==> config.mk <==
export PLATFORM = sky130hd
export DESIGN_NAME = digit_frame_sched
export DESIGN_NICKNAME = d
export VERILOG_FILES = /design/src/rtl/digit_sched_pkg.sv /design/src/rtl/border_ram_arb.sv /design/src/rtl/digit_frame_sched.sv
export SDC_FILE = /design/constraint.sdc
export NUM_CORES = 1
export LEC_CHECK = 0
export BUFFER_PORTS_ARGS = -buffer_cell sky130_fd_sc_hd__buf_2
export CAP_MARGIN = 40
export CORE_AREA = 2 2 70 72
export DETAILED_ROUTE_END_ITERATION = 7
export DIE_AREA = 0 0 72 74
export GPL_ROUTABILITY_DRIVEN = 0
export GPL_TIMING_DRIVEN = 0
export PLACE_DENSITY = 0.89
export SYNTH_ARGS = -nofsm -noshare
export SYNTH_HDL_FRONTEND = slang
export SYNTH_HIERARCHICAL = 1
export SYNTH_SLANG_ARGS = --single-unit
==> constraint.sdc <==
create_clock -name clk -period 2.4 [get_ports clk]
set_input_delay 0.72 -clock clk [delete_from_list [all_inputs] [get_ports clk]]
set_output_delay 0.72 -clock clk [all_outputs]
set_load 0.02 [all_outputs]
==> src/rtl/digit_sched_pkg.sv <==
// digit_sched_pkg
// Shared types and constants for the digit-recognition frame sequencer:
//   state_e        - sequencer states
//   owner_e        - which engine owns the shared border-RAM port
//   FRAME_FEATURE  - frame phase in which the feature/readout frame runs
//   sat_cnt()      - clamps a 4-bit count to an upper limit
package digit_sched_pkg;

  typedef enum logic [2:0] {
    IDLE    = 3'd0,
    WAIT_VS = 3'd1,
    PROJ    = 3'd2,
    FEATURE = 3'd3,
    RESULT  = 3'd4
  } state_e;

  typedef enum logic {
    OWN_PROJ = 1'b0,
    OWN_REC  = 1'b1
  } owner_e;

  localparam logic [1:0] FRAME_FEATURE = 2'd2;

  function automatic logic [3:0] sat_cnt(input logic [3:0] val, input logic [3:0] lim);
    logic [3:0] res;
    if (val > lim) begin
      res = lim;
    end else begin
      res = val;
    end
    return res;
  endfunction

endpackage

==> src/rtl/border_ram_arb.sv <==
// border_ram_arb
// Combinational mux for the shared project-border RAM port.
// Ports:
//   owner_rec      in   1 = recognizer owns the port, 0 = projection engine
//   proj_ram_we    in   projection write enable
//   proj_ram_addr  in   projection write address
//   proj_ram_din   in   projection write data
//   rec_ram_addr   in   recognizer read address
//   ram_we/addr/din out muxed RAM port
//   conflict       out  projection write attempted while recognizer owns port
module border_ram_arb #(
  parameter int ADDR_W = 11,
  parameter int DATA_W = 11
) (
  input  logic              owner_rec,
  input  logic              proj_ram_we,
  input  logic [ADDR_W-1:0] proj_ram_addr,
  input  logic [DATA_W-1:0] proj_ram_din,
  input  logic [ADDR_W-1:0] rec_ram_addr,
  output logic              ram_we,
  output logic [ADDR_W-1:0] ram_addr,
  output logic [DATA_W-1:0] ram_din,
  output logic              conflict
);

  // Port mux: recognizer is read-only, so its write lines are forced low and
  // any projection write in that mode is dropped and flagged.
  always_comb begin
    if (owner_rec) begin
      ram_we   = 1'b0;
      ram_addr = rec_ram_addr;
      ram_din  = '0;
      conflict = proj_ram_we;
    end else begin
      ram_we   = proj_ram_we;
      ram_addr = proj_ram_addr;
      ram_din  = proj_ram_din;
      conflict = 1'b0;
    end
  end

endmodule

==> src/rtl/digit_frame_sched.sv <==
// digit_frame_sched
// Frame-level sequencer for the digit-recognition pipeline. Tracks the frame
// phase, latches the detected grid size, arbitrates the border RAM between
// projection (writer) and recognizer (reader) and hands the recognized digit
// word to the user over valid/ready.
// Ports:
//   clk, rst_n                 clock, async active-low reset
//   start, cont                run control (cont = rerun after each handshake)
//   vsync                      frame sync level (synchronized internally)
//   proj_done, num_row_in/col  projection completion and grid size
//   proj_ram_*, rec_ram_addr   RAM requests from the two engines
//   ram_we/addr/din            arbitrated RAM port
//   frame_cnt, project_done_flag, num_row, num_col  recognizer controls
//   digit_in/out/vld/rdy       result capture and handshake
//   busy, err, ram_conflict    status (err/ram_conflict sticky until start)
// Optional build macro DIGIT_SCHED_STAT_EN adds run_cnt / err_cnt outputs.
module digit_frame_sched
  import digit_sched_pkg::*;
#(
  parameter int MAX_ROW        = 4,
  parameter int MAX_COL        = 8,
  parameter int ADDR_W         = 11,
  parameter int DIGIT_W        = 16,
  parameter int TIMEOUT_FRAMES = 8
) (
  input  logic               clk,
  input  logic               rst_n,
  input  logic               start,
  input  logic               cont,
  input  logic               vsync,
  input  logic               proj_done,
  input  logic [3:0]         num_row_in,
  input  logic [3:0]         num_col_in,
  input  logic               proj_ram_we,
  input  logic [ADDR_W-1:0]  proj_ram_addr,
  input  logic [10:0]        proj_ram_din,
  input  logic [ADDR_W-1:0]  rec_ram_addr,
  output logic               ram_we,
  output logic [ADDR_W-1:0]  ram_addr,
  output logic [10:0]        ram_din,
  output logic [1:0]         frame_cnt,
  output logic               project_done_flag,
  output logic [3:0]         num_row,
  output logic [3:0]         num_col,
  input  logic [DIGIT_W-1:0] digit_in,
  output logic [DIGIT_W-1:0] digit_out,
  output logic               digit_vld,
  input  logic               digit_rdy,
  output logic               busy,
  output logic               err,
  output logic               ram_conflict
`ifdef DIGIT_SCHED_STAT_EN
  ,
  output logic [15:0]        run_cnt,
  output logic [15:0]        err_cnt
`endif
);

  localparam int              TO_W    = $clog2(TIMEOUT_FRAMES + 1);
  localparam logic [TO_W-1:0] TO_LIM  = TO_W'(TIMEOUT_FRAMES);
  localparam logic [3:0]      ROW_LIM = 4'(MAX_ROW);
  localparam logic [3:0]      COL_LIM = 4'(MAX_COL);

  logic vs_s1_q, vs_s2_q, vs_prev_q;
  logic vs_rise_s;

  state_e            state_q, state_d;
  owner_e            owner_q, owner_d;
  logic [1:0]        frame_cnt_q, frame_cnt_d;
  logic              flag_q, flag_d;
  logic [3:0]        num_row_q, num_row_d;
  logic [3:0]        num_col_q, num_col_d;
  logic [DIGIT_W-1:0] digit_out_q, digit_out_d;
  logic              digit_vld_q, digit_vld_d;
  logic              busy_q, busy_d;
  logic              err_q, err_d;
  logic              conflict_q, conflict_d;
  logic [TO_W-1:0]   to_cnt_q, to_cnt_d;
  logic              conflict_s;

  // Two-flop synchronizer plus previous-value flop for vsync edge detection.
  always_ff @(posedge clk or negedge rst_n) begin
    if (!rst_n) begin
      vs_s1_q   <= 1'b0;
      vs_s2_q   <= 1'b0;
      vs_prev_q <= 1'b0;
    end else begin
      vs_s1_q   <= vsync;
      vs_s2_q   <= vs_s1_q;
      vs_prev_q <= vs_s2_q;
    end
  end

  assign vs_rise_s = vs_s2_q & ~vs_prev_q;

  border_ram_arb #(
    .ADDR_W (ADDR_W),
    .DATA_W (11)
  ) u_arb (
    .owner_rec     (owner_q == OWN_REC),
    .proj_ram_we   (proj_ram_we),
    .proj_ram_addr (proj_ram_addr),
    .proj_ram_din  (proj_ram_din),
    .rec_ram_addr  (rec_ram_addr),
    .ram_we        (ram_we),
    .ram_addr      (ram_addr),
    .ram_din       (ram_din),
    .conflict      (conflict_s)
  );

  // Next-state and next-output computation for the sequencer.
  always_comb begin
    state_d     = state_q;
    owner_d     = owner_q;
    frame_cnt_d = frame_cnt_q;
    flag_d      = flag_q;
    num_row_d   = num_row_q;
    num_col_d   = num_col_q;
    digit_out_d = digit_out_q;
    digit_vld_d = digit_vld_q;
    err_d       = err_q;
    to_cnt_d    = to_cnt_q;

    // Sticky conflict: cleared by an accepted start, set by any dropped write.
    if (state_q == IDLE && start) begin
      conflict_d = 1'b0;
    end else begin
      conflict_d = conflict_q;
    end
    if (conflict_s) begin
      conflict_d = 1'b1;
    end else begin
      conflict_d = conflict_d;
    end

    case (state_q)
      IDLE: begin
        if (start) begin
          state_d  = WAIT_VS;
          err_d    = 1'b0;
          to_cnt_d = '0;
        end else begin
          state_d = IDLE;
        end
      end
      WAIT_VS: begin
        if (vs_rise_s) begin
          state_d     = PROJ;
          frame_cnt_d = 2'd0;
          flag_d      = 1'b0;
          owner_d     = OWN_PROJ;
          // Fresh timeout budget for each run, including automatic reruns.
          to_cnt_d    = '0;
        end else begin
          state_d = WAIT_VS;
        end
      end
      PROJ: begin
        // proj_done takes priority over a simultaneous vsync edge.
        if (proj_done) begin
          num_row_d = sat_cnt(num_row_in, ROW_LIM);
          num_col_d = sat_cnt(num_col_in, COL_LIM);
          if (num_row_in == 4'd0 || num_col_in == 4'd0) begin
            state_d = IDLE;
            err_d   = 1'b1;
          end else begin
            flag_d  = 1'b1;
            owner_d = OWN_REC;
          end
        end else if (vs_rise_s) begin
          if (flag_q) begin
            if (frame_cnt_q == FRAME_FEATURE - 2'd1) begin
              frame_cnt_d = FRAME_FEATURE;
              state_d     = FEATURE;
            end else begin
              frame_cnt_d = frame_cnt_q + 2'd1;
            end
          end else begin
            if (to_cnt_q == TO_LIM - TO_W'(1)) begin
              to_cnt_d = TO_LIM;
              state_d  = IDLE;
              err_d    = 1'b1;
            end else begin
              to_cnt_d = to_cnt_q + TO_W'(1);
            end
          end
        end else begin
          state_d = PROJ;
        end
      end
      FEATURE: begin
        if (vs_rise_s) begin
          digit_out_d = digit_in;
          digit_vld_d = 1'b1;
          flag_d      = 1'b0;
          frame_cnt_d = 2'd0;
          state_d     = RESULT;
        end else begin
          state_d = FEATURE;
        end
      end
      RESULT: begin
        // vsync edges are ignored while the result waits for acceptance.
        if (digit_rdy) begin
          digit_vld_d = 1'b0;
          if (cont) begin
            state_d = WAIT_VS;
          end else begin
            state_d = IDLE;
          end
        end else begin
          state_d = RESULT;
        end
      end
      default: begin
        state_d     = IDLE;
        digit_vld_d = 1'b0;
        flag_d      = 1'b0;
        frame_cnt_d = 2'd0;
      end
    endcase

    busy_d = (state_d != IDLE);
  end

  // Sequencer state and registered outputs.
  always_ff @(posedge clk or negedge rst_n) begin
    if (!rst_n) begin
      state_q     <= IDLE;
      owner_q     <= OWN_PROJ;
      frame_cnt_q <= 2'd0;
      flag_q      <= 1'b0;
      num_row_q   <= 4'd0;
      num_col_q   <= 4'd0;
      digit_out_q <= '0;
      digit_vld_q <= 1'b0;
      busy_q      <= 1'b0;
      err_q       <= 1'b0;
      conflict_q  <= 1'b0;
      to_cnt_q    <= '0;
    end else begin
      state_q     <= state_d;
      owner_q     <= owner_d;
      frame_cnt_q <= frame_cnt_d;
      flag_q      <= flag_d;
      num_row_q   <= num_row_d;
      num_col_q   <= num_col_d;
      digit_out_q <= digit_out_d;
      digit_vld_q <= digit_vld_d;
      busy_q      <= busy_d;
      err_q       <= err_d;
      conflict_q  <= conflict_d;
      to_cnt_q    <= to_cnt_d;
    end
  end

  assign frame_cnt         = frame_cnt_q;
  assign project_done_flag = flag_q;
  assign num_row           = num_row_q;
  assign num_col           = num_col_q;
  assign digit_out         = digit_out_q;
  assign digit_vld         = digit_vld_q;
  assign busy              = busy_q;
  assign err               = err_q;
  assign ram_conflict      = conflict_q;

`ifdef DIGIT_SCHED_STAT_EN
  logic        hs_evt_s, err_evt_s;
  logic [15:0] run_cnt_q, err_cnt_q;

  assign hs_evt_s  = (state_q == RESULT) && digit_rdy;
  assign err_evt_s = (state_q == PROJ) && (state_d == IDLE);

  // Saturating run/error statistics; survive start, cleared only by reset.
  always_ff @(posedge clk or negedge rst_n) begin
    if (!rst_n) begin
      run_cnt_q <= 16'd0;
      err_cnt_q <= 16'd0;
    end else begin
      if (hs_evt_s && run_cnt_q != 16'hFFFF) begin
        run_cnt_q <= run_cnt_q + 16'd1;
      end else begin
        run_cnt_q <= run_cnt_q;
      end
      if (err_evt_s && err_cnt_q != 16'hFFFF) begin
        err_cnt_q <= err_cnt_q + 16'd1;
      end else begin
        err_cnt_q <= err_cnt_q;
      end
    end
  end

  assign run_cnt = run_cnt_q;
  assign err_cnt = err_cnt_q;
`else
  // Statistics counters are not built in this configuration.
`endif

endmodule
Word level (Yosys, flattened, before mapping)
Index checks and enable logic that the tools add are counted.
{"block": "totals", "wordCells": 113, "inputBits": 65, "out_inout_bits": 54, "reg_bits": 42}
{"block": "classes", "n_eq_ne": 21, "n_reduce_logical": 21, "bitwise": 4, "n_addsub": 2, "magnitude_cmp": 2, "n_mux": 48}
{"op": "$mux 4", "n": 8}
{"op": "$mux 3", "n": 8}
{"op": "$mux 11", "n": 2}
{"op": "$ne 2x2->1 const B", "n": 10}
{"op": "$mux 1", "n": 17}
{"op": "$pmux 3 s5", "n": 1}
{"op": "$mux 2", "n": 6}
{"op": "$ne 3x3->1 const B", "n": 4}
{"op": "$pmux 4 s3", "n": 1}
{"op": "$reduce_and 6->1", "n": 2}
{"op": "$logic_not 4->1", "n": 2}
{"op": "$reduce_and 4->1", "n": 2}
{"op": "$eq 3x2->1 const B", "n": 2}
{"op": "$pmux 1 s3", "n": 2}
{"op": "$pmux 2 s3", "n": 1}
{"op": "$reduce_bool 2->1", "n": 3}
{"op": "$reduce_bool 3->1", "n": 2}
{"op": "$reduce_and 5->1", "n": 1}
{"op": "$add 4x1->4 const B", "n": 1}
{"op": "$eq 4x3->1 const B", "n": 1}
{"op": "$gt 4x3->1 const B", "n": 1}
{"op": "$gt 4x4->1 const B", "n": 1}
{"op": "$pmux 1 s2", "n": 2}
{"op": "$reduce_and 2->1", "n": 2}
{"op": "13 further kinds", "n": 16}

Depth between registers and ports, before layout
{"block": "logic_depth", "depth_word": 7, "ltp_mapped": 7}

Hierarchy
The synthesis kept the hierarchy.
{"mod": "digit_frame_sched", "area_per_inst_um2": 1856.8, "cells_each": 158, "seq_area_each_um2": 1051.0, "instances": 1}
{"mod": "border_ram_arb", "area_per_inst_um2": 271.5, "cells_each": 27, "seq_area_each_um2": 0.0, "instances": 1}

Worst setup path after synthesis
Ideal clock, no wire load.
{"block": "synth_timing", "path_type": "input-to-reg", "from": "in num_row_in[1]", "to": "reg busy_q, in the netlist busy", "setup_ns": 0.124, "setup_slack_ns": 0.531, "required_ns": 2.276, "stages": 4, "arrival_ns": 1.745, "path_cell_list": "or4_4 o41ai_2 a22oi_2 a211o_1"}
{"block": "synth_between", "elab_chain_len": 6}
{"element": "from (decl)", "line_no": "digit_frame_sched.sv:32", "rtl": "input logic [3:0] num_row_in,"}
{"element": "$logic_not 4->1", "line_no": "digit_frame_sched.sv:163", "rtl": "if (num_row_in == 4'd0 || num_col_in == 4'd0) begin"}
{"element": "$logic_or 1x1->1", "line_no": "digit_frame_sched.sv:163"}
{"element": "$mux 3", "line_no": "digit_frame_sched.sv:163"}
{"element": "$mux 3", "line_no": "digit_frame_sched.sv:160", "rtl": "if (proj_done) begin"}
{"element": "$pmux 3 s5", "line_no": "digit_frame_sched.sv:136", "rtl": "case (state_q)"}
{"element": "$reduce_bool 3->1", "line_no": "digit_frame_sched.sv:223", "rtl": "busy_d = (state_d != IDLE);"}
{"element": "named net busy_d", "line_no": "digit_frame_sched.sv:75", "rtl": "logic busy_q, busy_d;"}
{"element": "to (signal assigned)", "line_no": "digit_frame_sched.sv:250", "rtl": "busy_q <= busy_d;"}
{"element": "to (decl)", "line_no": "digit_frame_sched.sv:75"}
The timed path passes the listed nets, and every way through them passes these cells.
A chain may end at the register's enable or synchronous reset.

Final worst setup path
{"block": "layout_timing", "from": "reg owner_q", "to": "out ram_addr[7]"}
{"block": "layout_between", "elab_chain_len": 1}
{"element": "from (decl)", "line_no": "digit_frame_sched.sv:68", "rtl": "owner_e owner_q, owner_d;"}
{"element": "from (signal assigned)", "line_no": "digit_frame_sched.sv:243", "rtl": "owner_q <= owner_d;"}
{"element": "$mux 11", "line_no": "border_ram_arb.sv:29", "rtl": "if (owner_rec) begin"}
{"element": "to (decl)", "line_no": "digit_frame_sched.sv:39", "rtl": "output logic [ADDR_W-1:0] ram_addr,"}
No other way between the ends.

==> flow_metrics.py <==
metrics = {
    "status": {
        "outcome": "complete, no violations",
    },
    "global_routing": {
        "grt_usage": 0.198,
        "grt_pass1_wl_um": 8060,
        "grt_antenna_before_repair": 0,
        "grt_overflow_total": 0,
        "grt_max_degree": 25,
        "grt_pass1_vias": 1819,
    },
    "finish": {
        "fin_util": 0.633,
        "layout-drive-gt1-share": 0.551,
        "fill_cells": 352,
        "syn_to_final_growth_pct": 36.7,
        "finalNetCount": 378,
        "antennaDiodeCount": 0,
    },
    "clock_tree": {
        "h-tree-depth": 2,
        "cts_buffers": 5,
        "cts_hold_buffers": 0,
        "post_cts_buffers": 0,
        "clkSlewWorstSetupHoldPaths_ns": 0.09,
        "cts_tree": "yes",
        "cts_resized": 0,
        "clk_path_buf_depth": 2,
        "clock_latency_ns": 0.30,
        "root_buffer": "clkbuf_8",
        "cts.sinks": 42,
    },
    "synth": {
        "yosysWarnings": 6,
        "yosysTopAreaCellShare": 0.494,
        "synth_top_family_by_area": "simple AND/OR/NAND/NOR gates",
        "synth-main-ff-cell": "dfrtp_1",
        "synthArstFlopShare": 1.00,
        "synth.distinct_cells": 41,
        "synth_top_cells_by_count": "dfrtp_1 (42), mux2_2 (21), nand2_1 (21)",
        "synth-xor-area-share": 0.00412,
        "syn_area_per_cell_um2": 11.5,
        "netlist_area_um2": 2130,
        "postSynthCellCount": 185,
        "synth-compound-area-share": 0.108,
        "yosysMostFrequentCell": "dfrtp_1",
        "synth_seq_cells": 42,
        "yosys.area_share.simple": 0.178,
        "synthAdderAreaFrac": 0.0118,
        "synth_seq_area_share": 0.494,
        "synthMuxAreaShare": 0.165,
        "synth_edf_count": 0,
        "synth.area.top_cells": "dfrtp_1 (49%), mux2_2 (11%), mux2_4 (4.9%)",
        "syn-num-nets": 252,
        "yosysTopAreaCell": "dfrtp_1",
    },
    "power_and_ir_drop": {
        "p_comb_frac": 0.501,
        "p_seq_frac": 0.348,
        "power_frac_clock": 0.152,
        "peakVddDrop_mv": 0.767,
        "powerDensity_nw_per_um2": 1100,
        "p_sw_w": 0.00135,
        "power.leakage_nw": 1.51,
        "totalPowerFinal_w": 0.00320,
        "switching_share": 0.421,
        "power.internal_w": 0.00185,
    },
    "sta": {
        "hold_viol_final": 0,
        "fin_crit_sh": 0.912,
        "tightestPinTransition_ns": 0.467,
        "setup_ws_ns": 0.211,
        "fmax_ghz": 0.457,
        "fin_setup_tns_ns": 0,
        "fin_worst_skew_ns": 0.00866,
        "rsz0062_at_grt": "no",
        "hold_ws_ns": 0.355,
        "relSlewSlack": 0.689,
        "maxSlewViolCount": 0,
        "setup_viol": 0,
        "finalCriticalPeriod_ns": 2.19,
    },
    "detailed_routing": {
        "via_per_inst": 5.11,
        "wl_per_cell_um": 13.9,
        "drtPass1Iterations": 4,
        "drc": 0,
        "drt_iter0_drc": 33,
        "postRouteAntennaNets": 0,
        "drt_wl_total_um": 5100,
        "vias": 1871,
    },
    "job": {
        "max_cap_viol_count": 0,
    },
    "critical_path": {
        "crit_family": "buffers and inverters",
        "critPathMaxStageDelay_ns": 0.42,
        "cp_max_fo": 10,
        "crit_required_ns": 1.68,
        "crit_path_start_kind": "register",
        "path_class": "reg -> out",
        "arrival_ns": 1.47,
        "cp_num_buf_inv": 3,
        "slowest_stage": "dfrtp_1",
        "crit_path_end_kind": "primary output",
        "crit_chain": "buf_6, buf_12, mux2_4, buf_2",
    },
    "placed_design": {
        "dp_slack_ns": 0.331,
        "io_buffers": 118,
        "dpl.hpwl_um": 4260,
    },
    "floorplanning": {
        "die_w_um": 72,
        "start_util": 0.463,
        "die_h_um": 74,
        "io_pins": 119,
        "dieArea_um2": 5330,
        "core.rowCount": 25,
        "core_area_um2": 4600,
    },
    "hold_path": {
        "hold_path_class": "in -> async",
    },
}
==> worst paths after layout <==
check                               endpoint  slack (ns)  cells past startpoint     from
setup / recovery                 ram_addr[7]        0.21                      4  owner_q
hold / removal                  digit_out[0]        0.36                      1    rst_n
max in group asynchronous  project_done_flag        1.57                      2    rst_n
min in group clk                     vs_s2_q        0.37                      0  vs_s1_q
hold reg to reg                      vs_s2_q        0.37                      0  vs_s1_q
setup reg to reg               digit_out[13]        0.62                      6  vs_s2_q
==> logic make-up after synthesis <==
group,after synthesis
AND/OR/NAND/NOR,65
flip-flops,42
AO/OA/AOI/OAI,34
multiplexers,29
buffers and inverters,12
adder cells (fa/ha/maj),2
XOR/XNOR,1
==> sequential cells by signal, indices dropped and copies added, names as in the netlist <==
register and flops:
frame_cnt 2, busy 1, vs_s2_q 1, num_row 4
err 1, num_col 4, ram_conflict 1, state_q 3
digit_vld 1, vs_prev_q 1, vs_s1_q 1, owner_q 1
project_done_flag 1, digit_out 16, to_cnt_q 4
==> area by class of cell <==
| class | instances | area (µm²) | area share |
|---|---|---|---|
| plain buffers | 8 | 70.1 | 0.0241 |
| clock inverters | 3 | 26.3 | 0.00903 |
| repair buffers | 119 | 618 | 0.212 |
| inverters | 4 | 15.0 | 0.00516 |
| multi-input cells | 131 | 992 | 0.341 |
| well taps | 54 | 67.6 | 0.0232 |
| clock buffers | 5 | 68.8 | 0.0237 |
| flip-flops and latches | 42 | 1050 | 0.361 |
==> per-layer routing <==
metal	global-route usage	wire length (µm)	vias up	share of wire
met2	0.403	2810	96	0.55
met1	0.202	1800	873	0.35
li1	-	-	898	-
met5	0	0	-	0
met4	0.0440	38	0	0.0074
met3	0.0488	454	4	0.089
==> layout by cell type (no fill, tap or decap), types with 2 or more instances in the layout <==
| cell | n |
|---|---|
| a21o_1 | 2 |
| a21oi_1 | 4 |
| a31oi_1 | 2 |
| and2_1 | 3 |
| and2b_1 | 4 |
| buf_2 | 122 |
| buf_6 | 2 |
| clkbuf_8 | 5 |
| dfrtp_1 | 42 |
| ha_1 | 2 |
| inv_1 | 4 |
| inv_6 | 3 |
| mux2_2 | 21 |
| mux2_4 | 7 |
| nand2_1 | 21 |
| nand2b_1 | 6 |
| nand3_1 | 2 |
| nor2_1 | 7 |
| nor2b_1 | 10 |
| nor2b_2 | 2 |
| nor3b_1 | 2 |
| o21ai_0 | 16 |
| o21ai_1 | 2 |
==> metrics by stage <==
stage               instance area (µm²)  instances
finish                             2910        366
global route                       2910        366
CTS                                2910        366
detailed placement                 2810        358
global placement                   2790        357
floorplan                          2130        185
==> power groups by stage <==
stage	clock network (W)	registers, W	logic (W)
4_1_cts	0.000496	0.00112	0.00162
6_report	0.000485	0.00111	0.00160
2_1_floorplan	0	0.00140	0.000802
5_1_grt	0.000524	0.00115	0.00173
3_5_place_dp	0	0.00113	0.00162
3_3_place_gp	0	0.00111	0.00156
==> worst register-to-register path, cell delays in order, from the launching register on <==
cell	delay, ns
dfrtp_1	0.40
nor2b_2	0.19
and2_2	0.21
nand2_1	0.11
nor2_4	0.22
buf_6	0.19
mux2_2	0.35
Note: power is estimated with default switching activity, not from simulation.
